[src/rtl/sensor_seq_gen.sv]
// ---------------------------------------------------------------------------
// sensor_seq_gen
// Stimulus generator for a two-beam (A/B) parking-gate sensor interface.
// On an accepted command it plays back the beam sequence of a car entering,
// a car leaving, a deliberately invalid glitch, or a quiet gap. Each phase
// is held for a programmable number of cycles and always ends with A=B=0.
//
// Ports
//   clk        system clock, rising edge
//   rst        synchronous reset, active-high
//   req_valid  command request
//   req_cmd    0 = entry, 1 = exit, 2 = glitch, 3 = quiet gap
//   dwell      cycles per phase (0 behaves as 1), sampled on acceptance
//   req_ready  idle and able to accept a command
//   A, B       registered beam outputs (1 = beam blocked)
//   busy       sequence in progress, always ~req_ready
//   done       one-cycle pulse in the first idle cycle after a sequence
//   done_cmd   command that just completed, valid while done = 1
// ---------------------------------------------------------------------------
module sensor_seq_gen #(
   parameter int DWELL_W = 16
) (
   input  logic               clk,
   input  logic               rst,
   input  logic               req_valid,
   input  logic [1:0]         req_cmd,
   input  logic [DWELL_W-1:0] dwell,
   output logic               req_ready,
   output logic               A,
   output logic               B,
   output logic               busy,
   output logic               done,
   output logic [1:0]         done_cmd
);

   typedef enum logic {S_IDLE, S_RUN} state_t;

   state_t             r_state, w_state_nxt;
   logic [1:0]         r_phase, w_phase_nxt;
   logic [DWELL_W-1:0] r_cnt,   w_cnt_nxt;
   logic [DWELL_W-1:0] r_dm1,   w_dm1_nxt;
   logic [1:0]         r_cmd,   w_cmd_nxt;
   logic [1:0]         r_ab,    w_ab_nxt;
   logic               r_done,  w_done_nxt;
   logic [DWELL_W-1:0] w_dwell_m1;

   // {A,B} value driven in a given phase of a given command.
   function automatic logic [1:0] f_phase_ab(input logic [1:0] cmd,
                                             input logic [1:0] ph);
      logic [1:0] ab;
      ab = 2'b00;
      case (cmd)
         2'd0: case (ph)
                  2'd0:    ab = 2'b10;
                  2'd1:    ab = 2'b11;
                  2'd2:    ab = 2'b01;
                  default: ab = 2'b00;
               endcase
         2'd1: case (ph)
                  2'd0:    ab = 2'b01;
                  2'd1:    ab = 2'b11;
                  2'd2:    ab = 2'b10;
                  default: ab = 2'b00;
               endcase
         2'd2:    ab = (ph == 2'd0) ? 2'b11 : 2'b00;
         default: ab = 2'b00;
      endcase
      return ab;
   endfunction

   // Index of the final (always 00) phase of each command.
   function automatic logic [1:0] f_last_phase(input logic [1:0] cmd);
      logic [1:0] lp;
      case (cmd)
         2'd0, 2'd1: lp = 2'd3;
         2'd2:       lp = 2'd1;
         default:    lp = 2'd0;
      endcase
      return lp;
   endfunction

   // A zero dwell is treated as a one-cycle dwell, so the reload value is D-1.
   assign w_dwell_m1 = (dwell == '0) ? '0 : (dwell - DWELL_W'(1));

   always_comb begin
      w_state_nxt = r_state;
      w_phase_nxt = r_phase;
      w_cnt_nxt   = r_cnt;
      w_dm1_nxt   = r_dm1;
      w_cmd_nxt   = r_cmd;
      w_ab_nxt    = r_ab;
      w_done_nxt  = 1'b0;
      case (r_state)
         S_IDLE: begin
            w_ab_nxt = 2'b00;
            if (req_valid) begin
               w_state_nxt = S_RUN;
               w_cmd_nxt   = req_cmd;
               w_dm1_nxt   = w_dwell_m1;
               w_cnt_nxt   = w_dwell_m1;
               w_phase_nxt = 2'd0;
               w_ab_nxt    = f_phase_ab(req_cmd, 2'd0);
            end
         end
         S_RUN: begin
            if (r_cnt != '0) begin
               w_cnt_nxt = r_cnt - DWELL_W'(1);
            end else if (r_phase == f_last_phase(r_cmd)) begin
               // Last cycle of the trailing 00 phase: done shows in the
               // first idle cycle, which is also able to accept.
               w_state_nxt = S_IDLE;
               w_phase_nxt = 2'd0;
               w_ab_nxt    = 2'b00;
               w_done_nxt  = 1'b1;
            end else begin
               w_phase_nxt = r_phase + 2'd1;
               w_cnt_nxt   = r_dm1;
               w_ab_nxt    = f_phase_ab(r_cmd, r_phase + 2'd1);
            end
         end
         default: begin
            w_state_nxt = S_IDLE;
            w_ab_nxt    = 2'b00;
         end
      endcase
   end

   always_ff @(posedge clk) begin
      if (rst) begin
         r_state <= S_IDLE;
         r_phase <= 2'd0;
         r_cnt   <= '0;
         r_cmd   <= 2'd0;
         r_ab    <= 2'b00;
         r_done  <= 1'b0;
      end else begin
         r_state <= w_state_nxt;
         r_phase <= w_phase_nxt;
         r_cnt   <= w_cnt_nxt;
         r_cmd   <= w_cmd_nxt;
         r_ab    <= w_ab_nxt;
         r_done  <= w_done_nxt;
      end
   end

   // Reload value is pure data; it is only read after being loaded.
   always_ff @(posedge clk) begin
      r_dm1 <= w_dm1_nxt;
   end

   assign req_ready = (r_state == S_IDLE);
   assign busy      = ~req_ready;
   assign A         = r_ab[1];
   assign B         = r_ab[0];
   assign done      = r_done;
   assign done_cmd  = r_cmd;

endmodule

[config.mk]
export PLATFORM = sky130hd
export DESIGN_NAME = sensor_seq_gen
export DESIGN_NICKNAME = d
export VERILOG_FILES = /design/src/rtl/sensor_seq_gen.sv
export SDC_FILE = /design/constraint.sdc
export NUM_CORES = 1
export LEC_CHECK = 0
export CAP_MARGIN = 40
export CELL_PAD_IN_SITES_DETAIL_PLACEMENT = 0
export CELL_PAD_IN_SITES_GLOBAL_PLACEMENT = 1
export CORE_UTILIZATION = 35
export DETAILED_ROUTE_END_ITERATION = 8
export GPL_TIMING_DRIVEN = 0
export PLACE_DENSITY_LB_ADDON = 0.08
export REMOVE_ABC_BUFFERS = 1
export SKIP_CTS_REPAIR_TIMING = 1
export SYNTH_ARGS = -nofsm -noshare
export SYNTH_HDL_FRONTEND = slang
export SYNTH_SLANG_ARGS = --single-unit
[constraint.sdc]
create_clock -name clk -period 2.56 [get_ports clk]
set_input_delay 0.384 -clock clk [delete_from_list [all_inputs] [get_ports clk]]
set_output_delay 0.384 -clock clk [all_outputs]
set_load 0.01 [all_outputs]
==> reports/metrics.yaml <==
outcome: "finished, final reports clean"
regToRegStartpoint: "r_cnt[7]$_SDFFE_PP0P_"
netlist_instances: 306
seq_area_frac_synth: 0.351
r2r_slack_ns: 0.16
p_leak_nw: 1.07
r2r_cells: 5
area_growth_pct: 20.3
hold_class: "flip-flop to flip-flop"
cts_buffers: 5
drt-initial-drc-count: 201
n_antenna_cell: 0
max_cap_viol_count: 0
timing.critical_path.from: "dwell[4]"
grt_max_degree: 19
relSlewSlack: 0.437
final_net_count: 354
cp.required_ns: 2.76
min_path_cells: 2
die_x_um: 90.5
cts_tree: "done"
power.density_nw_per_um2: 622
drt-total-wl_um: 7610
synth_edf_count: 16
start_util: 0.370
fin_skew_ns: 0.00874
setup_slack_ns: 0.0721
reg2reg_to: "r_cnt[11]$_SDFFE_PP0P_"
cts-root-buf: "clkbuf_8"
postLayoutCoreUtil: 0.445
htree_levels: 2
ys.flop_type: "dfxtp_1"
dp_slack_ns: -0.563
design.core.area_sq_um: 7410
dp_hpwl_um: 5470
grt_use_total: 0.194
rsz0062_at_grt: "no"
finalWeightedCongestion: 0.805
yosys-top-cells-area: "dfxtp_1 18%, edfxtp_1 18%, nor3_1 6.6%"
drc: 0
viasPerCell: 5.58
min_to: "r_ab[0]$_SDFFE_PP0P_"
ant_nets: 0
dr.pass1.iters: 4
port-buffer-count: 27
netlist_area_sq_um: 2740
min_period_ns: 2.49
grt.overflow.total: 0
max_freq_mhz: 402
yosys.area.top_type: "dfxtp_1"
clk_latency_ns: 0.30
crit_type: "input pin to flip-flop"
yosys_warnings: 0
cts_sinks: 40
seqCellArea_sq_um: 961
clockBufferDepth: 2
dieArea_sq_um: 8180
clkSlewWorstSetupHoldPaths_ns: 0.09
antenna_found_initial: 0
row_count: 31
die_h_um: 90.5
route.detailed.wl_per_inst_um: 17.7
yosysMostFrequentCell: "nor3_1"
multi_input_comb_area_sq_um: 1670
fin_crit_sh: 0.972
syn_avg_cell_area_sq_um: 8.95
ios: 28
hold_viol: 0
grt_pass1_wl_um: 12400
ir_worst_vdd_v: 0.000226
grt_pass1_vias: 2185
finalSetupTns_ns: 0
setup_violations: 0
synth_common_cells: "36 x nor3_1, 24 x dfxtp_1, 18 x nor2_1"
tightestPinTransition_ns: 0.844
n_fill_cell: 729
start_kind: "input pin"
cp.arrival_ns: 2.69
vias: 2394
synth_async_sr_flop_share: 0
ys_ff_latch: 40
end_kind: "flip-flop"
hold_start: "r_ab[0]$_SDFFE_PP0P_"
crit_fanout: 10
slew_viol_final: 0
synth_top_area_share: 0.175
ys_types: 59
drive_gt1_frac: 0.170
[where the power goes]
part / switching, mW / leakage, nW / internal [mW]
sequential: 0.0796 / 0.351 / 0.731
clock: 0.229 / 0.0645 / 0.344
combinational: 0.381 / 0.655 / 0.283
total: 0.690 / 1.07 / 1.36
[layout make-up]
type	count	area share
Sequential cell	40	0.292
Timing Repair Buffer	38	0.115
Inverter	9	0.0114
Clock buffer	7	0.0292
Clock inverter	1	0.00911
Tap cell	99	0.0376
Multi-Input combinational cell	235	0.506
[layout by cell type (no fill, tap or decap), types with 6 or more instances in the layout]
master           Yosys  final
a21oi_1             11     10
o21ai_0              7      7
dfxtp_1             24     24
nand2_1             17     16
or3_1                8      7
inv_1                8      8
a311oi_2             9      9
a211o_1              6      6
clkdlybuf4s50_1      0     27
or4_1                8      7
o31ai_1              9      9
nor3_1              36     36
edfxtp_1            16     16
nor4_1               8      6
xnor2_1             13     13
buf_4                0      7
clkbuf_8             0      7
nor2_1              18     17
[state kept, by name, indices dropped and copies added, names as in the netlist]
signal and count:
r_cnt 16, r_dm1 16, done_cmd 2, r_ab 2, r_phase 2, busy 1, done 1
[routing by layer]
layer	up-vias	global-route usage	wire length (um)
li1	1231	-	-
met1	1102	0.297	3990
met2	55	0.282	3250
met3	6	0.0286	295
met4	0	0.0484	78
met5	-	0	0
[metrics by stage]
stage | hold WS (ns) | instances | cell area (sq um) | power (mW)
2_1_floorplan | 0.452 | 284 | 2610 | 1.23
3_3_place_gp | 0.497 | 410 | 3010 | 1.44
3_5_place_dp | 0.501 | 415 | 3080 | 1.46
4_1_cts | 0.512 | 423 | 3210 | 2.03
5_1_grt | 0.522 | 429 | 3300 | 2.16
6_report | 0.511 | 429 | 3300 | 2.05
[logic make-up (layout without fill, tap and decap cells)]
logic type	count (synthesis)	count (layout)	share of synthesized area
AO/OA/AOI/OAI	80	80	0.236
XOR/XNOR	16	16	0.0512
adder cells (fa/ha/maj)	4	4	0.0183
buffers and inverters	31	55	0.0580
flip-flops	40	40	0.351
multiplexers	4	4	0.0151
AND/OR/NAND/NOR	131	131	0.271
[worst max-delay path by stage]
stage,slack [ns],end
3_3_place_gp,-1.37,r_phase[1]$_SDFFE_PP0P_
6_report,0.07,r_cnt[12]$_SDFFE_PP0P_
3_5_place_dp,-0.56,r_cnt[1]$_SDFFE_PP0P_
2_1_floorplan,-0.03,r_cnt[10]$_SDFFE_PP0P_
4_1_cts,-0.35,req_ready
5_1_grt,0.02,r_cnt[12]$_SDFFE_PP0P_
[worst max-delay path, stage by stage]
cell and delay, ns:
clkdlybuf4s50_1 0.52, or4_4 0.64, or4_1 0.54, a21oi_2 0.24
nand2_1 0.09, a311oi_2 0.26
No activity file was read; power rests on OpenSTA's default activity.
